### src/rtl/synth_midi_pkg.sv
// Shared types and constants for the synth MIDI output path: event types,
// status nibbles, transmit FSM states and message-length helpers.
package synth_midi_pkg;

  typedef enum logic [2:0] {
    EV_NOTE_OFF = 3'd0,
    EV_NOTE_ON  = 3'd1,
    EV_POLY_AT  = 3'd2,
    EV_CTRL     = 3'd3,
    EV_PRG      = 3'd4,
    EV_CH_AT    = 3'd5,
    EV_PITCH    = 3'd6,
    EV_ILLEGAL  = 3'd7
  } ev_type_e;

  localparam logic [3:0] NOTE_OFF = 4'h8;
  localparam logic [3:0] NOTE_ON  = 4'h9;
  localparam logic [3:0] POLY_AT  = 4'hA;
  localparam logic [3:0] CTRL     = 4'hB;
  localparam logic [3:0] PRG      = 4'hC;
  localparam logic [3:0] CH_AT    = 4'hD;
  localparam logic [3:0] PITCH    = 4'hE;

  typedef enum logic [2:0] {
    ST_IDLE = 3'd0,
    ST_STAT = 3'd1,
    ST_D1   = 3'd2,
    ST_D2   = 3'd3,
    ST_GAP  = 3'd4
  } tx_state_e;

  // Program change and channel aftertouch carry a single data byte.
  function automatic logic [1:0] msg_len(input ev_type_e t);
    return ((t == EV_PRG) || (t == EV_CH_AT)) ? 2'd2 : 2'd3;
  endfunction

  function automatic logic [3:0] status_nibble(input ev_type_e t);
    case (t)
      EV_NOTE_OFF: return NOTE_OFF;
      EV_NOTE_ON:  return NOTE_ON;
      EV_POLY_AT:  return POLY_AT;
      EV_CTRL:     return CTRL;
      EV_PRG:      return PRG;
      EV_CH_AT:    return CH_AT;
      EV_PITCH:    return PITCH;
      default:     return 4'hF;
    endcase
  endfunction

endpackage

### src/rtl/midi_rs_timer.sv
// Saturating idle counter: cleared on every transmitted byte, reports when
// the line has been quiet long enough that running status must be dropped.
module midi_rs_timer #(
  parameter int RS_TIMEOUT = 5_000_000,
  parameter int RS_W       = 23
) (
  input  logic i_clk,
  input  logic i_rst_n,
  input  logic i_clear,
  output logic o_expired
);

  localparam logic [RS_W-1:0] LP_LIMIT = RS_W'(RS_TIMEOUT);

  logic [RS_W-1:0] r_count;

  always_ff @(posedge i_clk or negedge i_rst_n) begin
    if (!i_rst_n) begin
      r_count <= '0;
    end else if (i_clear) begin
      r_count <= '0;
    end else if (r_count != LP_LIMIT) begin
      r_count <= r_count + 1'b1;
    end
  end

  assign o_expired = (r_count == LP_LIMIT);

endmodule

### src/rtl/midi_event_tx.sv
// Turns synth channel events into a MIDI byte stream for the UART transmitter,
// with optional running status and note-off-as-velocity-0 compression.
module midi_event_tx
  import synth_midi_pkg::*;
#(
  parameter int RS_TIMEOUT      = 5_000_000,
  parameter int RS_W            = 23,
  parameter bit NOTEOFF_AS_VEL0 = 1'b1
) (
  input  logic       data_clk,
  input  logic       reset_reg_N,
  input  logic [3:0] midi_ch,
  input  logic       rs_enable,
  input  logic       ev_valid,
  output logic       ev_ready,
  input  logic [2:0] ev_type,
  input  logic [6:0] ev_data1,
  input  logic [6:0] ev_data2,
  input  logic       midi_out_ready,
  output logic       midi_send_byte,
  output logic [7:0] midi_out_data,
  output logic       busy,
  output logic       drop_err
);

  tx_state_e  r_state;
  tx_state_e  w_next;

  logic [7:0] r_status;
  logic [6:0] r_d1;
  logic [6:0] r_d2;
  logic       r_len3;
  logic       r_rs_en;
  logic [1:0] r_last_sent;
  logic [7:0] r_last_status;
  logic       r_last_valid;
  logic       r_ev_ready;
  logic       r_drop_err;

  logic       w_accept;
  logic       w_illegal;
  logic       w_rewrite;
  logic [7:0] w_status;
  logic       w_skip;
  logic       w_send;
  logic [7:0] w_byte;
  logic       w_expired;

  assign w_accept  = ev_valid && r_ev_ready;
  assign w_illegal = (ev_type_e'(ev_type) == EV_ILLEGAL);
  assign w_rewrite = NOTEOFF_AS_VEL0 && rs_enable && (ev_type_e'(ev_type) == EV_NOTE_OFF);
  assign w_status  = {(w_rewrite ? NOTE_ON : status_nibble(ev_type_e'(ev_type))), midi_ch};
  assign w_skip    = rs_enable && r_last_valid && (r_last_status == w_status) && !w_expired;

  midi_rs_timer #(
    .RS_TIMEOUT (RS_TIMEOUT),
    .RS_W       (RS_W)
  ) u_rs_timer (
    .i_clk     (data_clk),
    .i_rst_n   (reset_reg_N),
    .i_clear   (w_send),
    .o_expired (w_expired)
  );

  always_ff @(posedge data_clk or negedge reset_reg_N) begin
    if (!reset_reg_N) begin
      r_state <= ST_IDLE;
    end else begin
      r_state <= w_next;
    end
  end

  // Each byte state waits for the UART, then always passes through one GAP
  // cycle so the UART has time to drop its ready before the next byte.
  always_comb begin
    w_next = r_state;
    w_send = 1'b0;
    w_byte = 8'h00;
    case (r_state)
      ST_IDLE: begin
        if (w_accept && !w_illegal) begin
          w_next = w_skip ? ST_D1 : ST_STAT;
        end
      end
      ST_STAT: begin
        w_byte = r_status;
        if (midi_out_ready) begin
          w_send = 1'b1;
          w_next = ST_GAP;
        end
      end
      ST_D1: begin
        w_byte = {1'b0, r_d1};
        if (midi_out_ready) begin
          w_send = 1'b1;
          w_next = ST_GAP;
        end
      end
      ST_D2: begin
        w_byte = {1'b0, r_d2};
        if (midi_out_ready) begin
          w_send = 1'b1;
          w_next = ST_GAP;
        end
      end
      ST_GAP: begin
        if (r_last_sent == 2'd0) begin
          w_next = ST_D1;
        end else if ((r_last_sent == 2'd1) && r_len3) begin
          w_next = ST_D2;
        end else begin
          w_next = ST_IDLE;
        end
      end
      default: w_next = ST_IDLE;
    endcase
  end

  always_ff @(posedge data_clk or negedge reset_reg_N) begin
    if (!reset_reg_N) begin
      r_status    <= 8'h00;
      r_d1        <= 7'h00;
      r_d2        <= 7'h00;
      r_len3      <= 1'b0;
      r_rs_en     <= 1'b0;
      r_last_sent <= 2'd0;
      r_ev_ready  <= 1'b1;
      r_drop_err  <= 1'b0;
    end else begin
      if (w_accept) begin
        r_status <= w_status;
        r_d1     <= ev_data1;
        r_d2     <= w_rewrite ? 7'h00 : ev_data2;
        r_len3   <= (msg_len(ev_type_e'(ev_type)) == 2'd3);
        r_rs_en  <= rs_enable;
      end
      if (w_send) begin
        r_last_sent <= (r_state == ST_D1) ? 2'd1 : ((r_state == ST_D2) ? 2'd2 : 2'd0);
      end
      r_ev_ready <= (w_next == ST_IDLE) && !w_accept;
      r_drop_err <= w_accept && w_illegal;
    end
  end

  // A freshly sent status wins over invalidation so a status sent just as the
  // timer saturates still becomes the running status.
  always_ff @(posedge data_clk or negedge reset_reg_N) begin
    if (!reset_reg_N) begin
      r_last_status <= 8'h00;
      r_last_valid  <= 1'b0;
    end else if (w_send && (r_state == ST_STAT) && r_rs_en) begin
      r_last_status <= r_status;
      r_last_valid  <= 1'b1;
    end else if (!rs_enable || w_expired) begin
      r_last_valid  <= 1'b0;
    end
  end

  assign ev_ready       = r_ev_ready;
  assign midi_send_byte = w_send;
  assign midi_out_data  = w_byte;
  assign busy           = (r_state != ST_IDLE);
  assign drop_err       = r_drop_err;

endmodule

### config.mk
export PLATFORM = sky130hd
export DESIGN_NAME = midi_event_tx
export DESIGN_NICKNAME = d
export VERILOG_FILES = /design/src/rtl/synth_midi_pkg.sv /design/src/rtl/midi_rs_timer.sv /design/src/rtl/midi_event_tx.sv
export SDC_FILE = /design/constraint.sdc
export NUM_CORES = 1
export LEC_CHECK = 0
export ABC_AREA = 1
export CORE_ASPECT_RATIO = 0.8
export CORE_MARGIN = 5
export CORE_UTILIZATION = 40
export DETAILED_ROUTE_END_ITERATION = 8
export SYNTH_ARGS = -nofsm -noshare
export SYNTH_HDL_FRONTEND = slang
export SYNTH_SLANG_ARGS = --single-unit
export TNS_END_PERCENT = 100
### constraint.sdc
create_clock -name data_clk -period 3.35 [get_ports data_clk]
set_input_delay 0.67 -clock data_clk [delete_from_list [all_inputs] [get_ports data_clk]]
set_output_delay 0.67 -clock data_clk [all_outputs]
set_load 0.05 [all_outputs]
==> flow_summary.ini, run 1 <==
[layout]
final_util_pct = 51.4
n_antenna_cell = 0
fin_area_mm2 = 0.00385
nets = 467
final_layout_size_suffix_gt1_share_pct = 8.11
area_delta_synth_final_pct = 23.7

[global_routing]
grt_max_degree = 37
grt_first_pass_wirelength_um = 12700
grt_pass1_vias = 2554
grt_usage_pct = 17.1
grt_overflow = 0
antenna_found_initial = 0

[min_path]
hp-class = input pin to async pin

[timing]
tightest_slew_ns = 0.794
period_needed_ns = 3.16
fin_tns_setup_ns = 0
finalMaxSlewViolations = 0
timing.final.ws_setup_ns = 0.188
maxSlewHeadroom_pct = 47.1
setup_viol = 0
max_freq_mhz = 316
rsz0062_at_grt = no
fin_skew_ns = 0.00829
timing_hold_violations_final = 0
timing.final.crit_share_pct = 94.4

[setup_path]
crit_path_end_kind = output pin
critPathLaunchType = flop
worst-setup-path-type = flop to output pin
path_delay_family = buffers and inverters
arrival_ns = 2.49
r2r_start = u_rs_timer.r_count[0]
crit_fanout = 8
required_ns = 2.68
slowest_stage = clkdlybuf4s50_1
path_common_cell = nand2_1
cpPeakStageDelay_ns = 0.85
cp-startpoint = r_state[2]
crit_chain = inv_1, nand2_1, nor2_1, nand2_1, o221ai_1, clkdlybuf4s50_1
worst-path-buf-inv = 2

[floorplan]
rows = 28
core_mm2 = 0.00750
dieArea_mm2 = 0.00966
start_util_pct = 41.5
die_x_um = 109
fp.dieH_um = 88.9
io_pins = 38

[drt]
vias_per_cell = 4.94
drc = 0
routed_wl_um = 7470
num_vias = 2711
drt-initial-drc-count = 215
drtAntennaViolNets = 0
dr.pass1.iters = 4
avgRoutedWirePerCell_um = 13.6

[placement]
dp_hpwl_um = 5620
placed_area_mm2 = 0.00362
pre_cts_ws_ns = 0.547
portBuffers = 37
place_congestion = 0.876

[cts]
worstSkewPairLatency_ns = 0.34
clkTransAtPathRegs_ns = 0.07
cts_num_sinks = 63
cts_resized = 0
clockBufferDepth = 2
cts_max_level = 3
cts_buffers = 9
cts_tree = done
cts_hold_buffers = 0
postCtsSetupBuffers = 0
cts_root_buf = clkbuf_8

[synthesis]
syn_area_mm2 = 0.00311
ys_seq_elements = 63
synth_top_area_share_pct = 49.8
async_reset_ff_share_pct = 100
syn_inst = 394
yosys_warnings = 0
synth_seq_area_share_pct = 50.7
yosys.area.top_type = dfrtp_1
synth_most_common_cell = nand2_1
yosys-top-cells-count = nand2_1 (102), dfrtp_1 (62), inv_1 (61)
syn_avg_cell_area_um2 = 7.90
synthTopCellsByArea = dfrtp_1 (50%), nand2_1 (12%), inv_1 (7.4%), o21ai_0 (5.9%), nor2_1 (4.0%)
synth_nets = 422
synth-edff-count = 0
ys_types = 32
synthFlopType = dfrtp_1

[power_and_ir_drop]
finalPower_mw = 3.06
ir_drop_v = 0.000437
power_density_mw_per_mm2 = 795
p_leak_nw = 1.88

[run]
cap_violations = 0

[run_status]
status = finished, final reports clean
-- cells by family after synthesis --
family	after synthesis	share of synthesized area, %
fa+ha+maj	2	0.803
simple gates	187	26.4
buf+inv	70	8.72
flops	63	50.7
compound gates	68	12.3
xor+xnor	4	1.12
-- final cells by class --
| class | instances | area, µm² |
|---|---|---|
| Clock buffer | 11 | 151 |
| Clock inverter | 5 | 80.1 |
| Fill cell | 742 | 3650 |
| Inverter | 62 | 233 |
| Multi-Input combinational cell | 261 | 1260 |
| Sequential cell | 63 | 1580 |
| Tap cell | 105 | 131 |
| Timing Repair Buffer | 42 | 413 |
-- power by group --
part / internal (mW) / total, mW / switching [mW]
sequential: 1.01 / 1.16 / 0.153
clock: 0.458 / 0.756 / 0.298
combinational: 0.383 / 1.15 / 0.764
-- flip-flops by register name (all words and copies together) (netlist names) --
| name | count |
|---|---|
| r_status | 8 |
| r_state | 3 |
| r_last_sent | 2 |
| r_last_valid | 1 |
| drop_err | 1 |
| r_d1 | 7 |
| r_last_status | 8 |
| r_d2 | 7 |
| u_rs_timer.r_count | 23 |
| r_rs_en | 1 |
| r_len3 | 1 |
| ev_ready | 1 |
-- layout by cell type (no fill, tap or decap), types with 3 or more instances in the layout --
cell               n
o221ai_1           7
clkbuf_8          11
xor2_1             4
nor3_1            12
nand3_1           21
nand4_1            6
buf_4              5
nand2_1          102
nand2_2            3
nor2_1            33
dfrtp_1           62
a21oi_1           17
nor2_2             3
clkdlybuf4s50_1   35
o21ai_0           37
inv_1             61
-- through the flow --
step | hold slack [ns] | instances
after global routing | 0.480 | 549
after global placement | 0.449 | 533
final | 0.416 | 549
after CTS | 0.438 | 549
after floorplan | 0.374 | 394
after detailed placement | 0.457 | 533
-- path summary, 6_finish.rpt --
kind	endpoint	slack [ns]	cells past startpoint
setup / recovery	midi_out_data[6]	0.19	6
hold / removal	u_rs_timer.r_count[12]	0.42	1
setup reg to reg	u_rs_timer.r_count[18]	1.53	11
hold reg to reg	r_status[7]	0.47	2
max in group asynchronous	r_last_status[1]	2.22	2
min in group data_clk	r_status[7]	0.47	2
-- layer usage --
metal  global-route usage [%]  routed length, µm  vias to the layer above
met4                     4.93                 70                        0
li1                         -                  -                     1359
met2                     22.9               3050                       58
met5                        0                  0                        -
met3                     4.55                399                        6
met1                     26.8               3950                     1288
-- worst reg2reg max path, cell delays in order (launching register included) --
cell	delay, ns
dfrtp_1	0.42
ha_1	0.20
nand2_1	0.10
inv_1	0.11
nand3_2	0.12
nor2_2	0.19
nand2_1	0.09
inv_2	0.12
nand2_2	0.08
o21ai_0	0.16
nand2_1	0.07
nor2_1	0.10
No activity file was read; power rests on OpenSTA's default activity.
==> inputs of run 2 (changes only) <==
--- a/config.mk
+++ b/config.mk
@@ -10,7 +10,8 @@
 export CORE_MARGIN = 5
 export CORE_UTILIZATION = 40
 export DETAILED_ROUTE_END_ITERATION = 8
+export SETUP_SLACK_MARGIN = 0.1
 export SYNTH_ARGS = -nofsm -noshare
 export SYNTH_HDL_FRONTEND = slang
 export SYNTH_SLANG_ARGS = --single-unit
-export TNS_END_PERCENT = 100
+export TNS_END_PERCENT = 20
==> flow_summary.ini, run 2 (same netlist as run 1, synthesis figures left out) <==
[timing]
fin_hold_ws_ns = 0.417
max_freq_mhz = 326
finalMaxSlewViolations = 0
tightest_slew_ns = 0.795
maxSlewHeadroom_pct = 47.0
fin_tns_setup_ns = 0
timing_hold_violations_final = 0
period_needed_ns = 3.07
timing.final.crit_share_pct = 91.7
setup_viol = 0
fin_skew_ns = 0.00829
rsz0062_at_grt = no

[drt]
vias_per_cell = 4.93
drt-initial-drc-count = 224
dr.pass1.iters = 5
drc = 0
drtAntennaViolNets = 0
avgRoutedWirePerCell_um = 13.6
num_vias = 2708
routed_wl_um = 7470

[floorplan]
rows = 28
die_x_um = 109
fp.dieH_um = 88.9
io_pins = 38
start_util_pct = 41.5
dieArea_mm2 = 0.00966
core_mm2 = 0.00750

[cts]
cts_root_buf = clkbuf_8
clkTransAtPathRegs_ns = 0.07
cts_max_level = 3
clockBufferDepth = 2
cts_tree = done
cts_num_sinks = 63
cts_hold_buffers = 0
worstSkewPairLatency_ns = 0.34
cts_resized = 0
postCtsSetupBuffers = 0
cts_buffers = 9

[setup_path]
crit_chain = inv_1, nand2_1, inv_1, nand2_1, o221ai_1, clkdlybuf4s50_1
path_delay_family = buffers and inverters
cpPeakStageDelay_ns = 0.85
slowest_stage = clkdlybuf4s50_1
crit_fanout = 8
crit_path_end_kind = output pin
arrival_ns = 2.40
worst-setup-path-type = flop to output pin
worst-path-buf-inv = 3
required_ns = 2.68
critPathLaunchType = flop

[layout]
nets = 467
n_antenna_cell = 0
final_common_cell = nand2_1
area_delta_synth_final_pct = 23.7
largestRegisters = u_rs_timer.r_count: 23 flops, r_last_status: 8 flops, r_status: 8 flops
largest_register_ffs = 23
final_layout_size_suffix_gt1_share_pct = 8.33
top_register = u_rs_timer.r_count
final_cell_mix = nand2_1 (102), dfrtp_1 (62), inv_1 (61), o21ai_0 (37), clkdlybuf4s50_1 (35)

[global_routing]
antenna_found_initial = 0
grt_max_degree = 37
grt_pass1_vias = 2554
grt_first_pass_wirelength_um = 12700
grt_overflow = 0
grt_usage_pct = 17.1

[placement]
place_congestion = 0.876
portBuffers = 37
dp_hpwl_um = 5620

[run]
cap_violations = 0

[power_and_ir_drop]
ir_drop_v = 0.000438
p_leak_nw = 1.88
power_density_mw_per_mm2 = 796

[run_status]
status = finished, final reports clean

[min_path]
hp-class = input pin to async pin
-- run 2: cell count changes in the layout (fill, tap and decap cells not counted) --
cell    before  now
nor2_1      33   32
nor2_2       3    4
-- run 2: stage by stage --
step / cells / setup WS, ns / utilization, % / cell area [µm²] / power [mW]
final: 549 / 0.278 / 51.4 / 3850 / 3.07
after global routing: 549 / 0.137 / 51.4 / 3850 / 3.30
after CTS: 549 / 0.161 / 51.4 / 3850 / 3.09
after detailed placement: 533 / 0.547 / 48.3 / 3620 / 2.32
after global placement: 533 / 0.628 / 48.3 / 3620 / 2.29
after floorplan: 394 / 1.07 / - / 3110 / 1.92
-- run 2: final timing paths --
check	cells past startpoint	slack [ns]	endpoint	startpoint
setup / recovery	6	0.28	midi_out_data[6]	r_state[2]
hold / removal	1	0.42	u_rs_timer.r_count[12]	reset_reg_N
setup reg to reg	11	1.53	u_rs_timer.r_count[18]	u_rs_timer.r_count[0]
hold reg to reg	2	0.47	r_status[7]	r_status[7]
max in group asynchronous	2	2.22	r_last_status[1]	reset_reg_N
min in group data_clk	2	0.47	r_status[7]	r_status[7]
-- run 2: layer usage --
layer  wire, µm  vias up  GRT usage, %
met1       3990     1294          26.8
met4         70        0          4.93
li1           -     1357             -
met2       3050       51          22.9
met5          0        -             0
met3        361        6          4.55
-- run 2: cell type report --
type | instances | area (µm²)
inverters | 62 | 233
fillers | 740 | 3640
repair buffers | 42 | 413
clock buffers | 11 | 151
well taps | 105 | 131
clock inverters | 5 | 80.1
flip-flops and latches | 63 | 1580
multi-input cells | 261 | 1270
-- run 2: where the power goes --
group	total [mW]	switching, mW	internal, mW
Sequential	1.16	0.154	1.01
Clock	0.756	0.298	0.458
Combinational	1.15	0.766	0.384
Total	3.07	1.22	1.85
-- run 2: worst register-to-register path, delay by kind of cell (launching register included) --
kind,cells,cell delay [ns]
AOI/OAI and AO/OA,1,0.16
adders and majority gates,1,0.20
buffers and inverters,2,0.23
DFF,1,0.42
and+or+nand+nor,7,0.75
==> inputs of run 3 (changes only) <==
--- a/config.mk
+++ b/config.mk
@@ -7,9 +7,9 @@
 export LEC_CHECK = 0
 export ABC_AREA = 1
 export CORE_ASPECT_RATIO = 0.8
-export CORE_MARGIN = 5
 export CORE_UTILIZATION = 40
 export DETAILED_ROUTE_END_ITERATION = 8
+export RECOVER_POWER = 100
 export SETUP_SLACK_MARGIN = 0.1
 export SYNTH_ARGS = -nofsm -noshare
 export SYNTH_HDL_FRONTEND = slang
==> flow_summary.ini, run 3 (same netlist as run 1, synthesis figures left out) <==
[run_status]
status = complete, but fails checks
violations = max-capacitance violations, max-slew violations

[drt]
drc = 0
num_vias = 2662
vias_per_cell = 4.84
avgRoutedWirePerCell_um = 13.3
drtAntennaViolNets = 0
routed_wl_um = 7300
drt-initial-drc-count = 127
dr.pass1.iters = 4

[setup_path]
required_ns = 2.68
crit_fanout = 8
crit_path_end_kind = output pin
worst-setup-path-type = flop to output pin
critPathLaunchType = flop
arrival_ns = 2.46

[layout]
nets = 468
largestRegisters = u_rs_timer.r_count: 23 flops, r_last_status: 8 flops, r_status: 8 flops
largest_register_ffs = 23
final_layout_size_suffix_gt1_share_pct = 6.74
area_delta_synth_final_pct = 22.8
top_register = u_rs_timer.r_count
fill_cells = 751
n_antenna_cell = 0
seq_area_mm2 = 0.00158
multi_input_area_mm2 = 0.00126
final_cell_mix = nand2_1 (102), dfrtp_1 (62), inv_1 (61), o21ai_0 (37), nor2_1 (32)
final_common_cell = nand2_1

[floorplan]
dieArea_mm2 = 0.00814
fp.dieH_um = 80.9
core_mm2 = 0.00746
die_x_um = 101
rows = 28
io_pins = 38
start_util_pct = 41.7

[global_routing]
grt_first_pass_wirelength_um = 12300
antenna_found_initial = 0
grt_pass1_vias = 2460
grt_usage_pct = 20.0
grt_max_degree = 36
grt_overflow = 0

[timing]
max_freq_mhz = 319
fin_hold_ws_ns = 0.478
timing_hold_violations_final = 0
timing.final.crit_share_pct = 93.4
finalMaxSlewViolations = 30
tightest_slew_ns = 1.54
rsz0062_at_grt = no
setup_viol = 0
fin_skew_ns = 0.00659
fin_tns_setup_ns = 0
maxSlewHeadroom_pct = -2.98
period_needed_ns = 3.13

[cts]
cts_buffers = 9
cts_num_sinks = 63
cts_resized = 0
cts_hold_buffers = 0
clkTransAtPathRegs_ns = 0.07
clockBufferDepth = 2
cts_max_level = 3
cts_root_buf = clkbuf_8
cts_tree = done
worstSkewPairLatency_ns = 0.34
postCtsSetupBuffers = 0

[placement]
dp_hpwl_um = 5330
portBuffers = 37
place_congestion = 0.814

[power_and_ir_drop]
ir_drop_v = 0.000445
p_leak_nw = 1.89
power_density_mw_per_mm2 = 789

[min_path]
hp-class = flop to flop

[run]
cap_violations = 1
==> run 3: layout make-up <==
cell class | count | area share (%)
clock buffers | 13 | 4.42
flip-flops and latches | 63 | 41.3
repair buffers | 43 | 10.1
well taps | 105 | 3.44
inverters | 62 | 6.09
multi-input cells | 261 | 33.0
clock inverters | 3 | 1.70
==> run 3: metrics by stage <==
step                worst slack (ns)  instance area [µm²]  util (%)  total power, mW  std cells
floorplan                       1.07                 3110         -             1.92        394
global placement               0.603                 3640      48.8             2.29        534
detailed placement             0.551                 3640      48.8             2.32        534
CTS                            0.164                 3870      51.9             3.11        550
global route                  0.0699                 3820      51.2             3.24        550
finish                         0.220                 3820      51.2             3.02        550
==> run 3: final timing paths <==
kind	slack, ns	end	cells past startpoint	startpoint
max	0.22	midi_out_data[0]	5	r_state[0]
min	0.48	r_d1[1]	2	r_d1[1]
max reg2reg	1.25	ev_ready	9	ev_ready
min reg2reg	0.48	r_d1[1]	2	r_d1[1]
max in group asynchronous	1.06	r_d1[6]	2	reset_reg_N
min in group asynchronous	0.70	r_status[7]	1	reset_reg_N
==> run 3: critical path: stages (launching register included) <==
cell and delay (ns):
dfrtp_1 0.43, inv_1 0.07, nor3_1 0.25, inv_1 0.24
o221ai_1 0.22, dlygate4sd3_1 0.90
==> run 3: power breakdown <==
part	internal, mW	switching, mW	total, mW	leakage (nW)
logic	0.339	0.754	1.09	0.959
clock network	0.479	0.290	0.769	0.120
registers	1.01	0.146	1.15	0.811
total	1.83	1.19	3.02	1.89
==> run 3: per-layer routing <==
| layer | global-route usage, % | up-vias | part of all wire [%] |
|---|---|---|---|
| met5 | 0 | - | 0 |
| li1 | - | 1355 | - |
| met4 | 6.38 | 0 | 1.2 |
| met3 | 4.91 | 12 | 4.7 |
| met2 | 28.2 | 53 | 42 |
| met1 | 30.1 | 1242 | 52 |
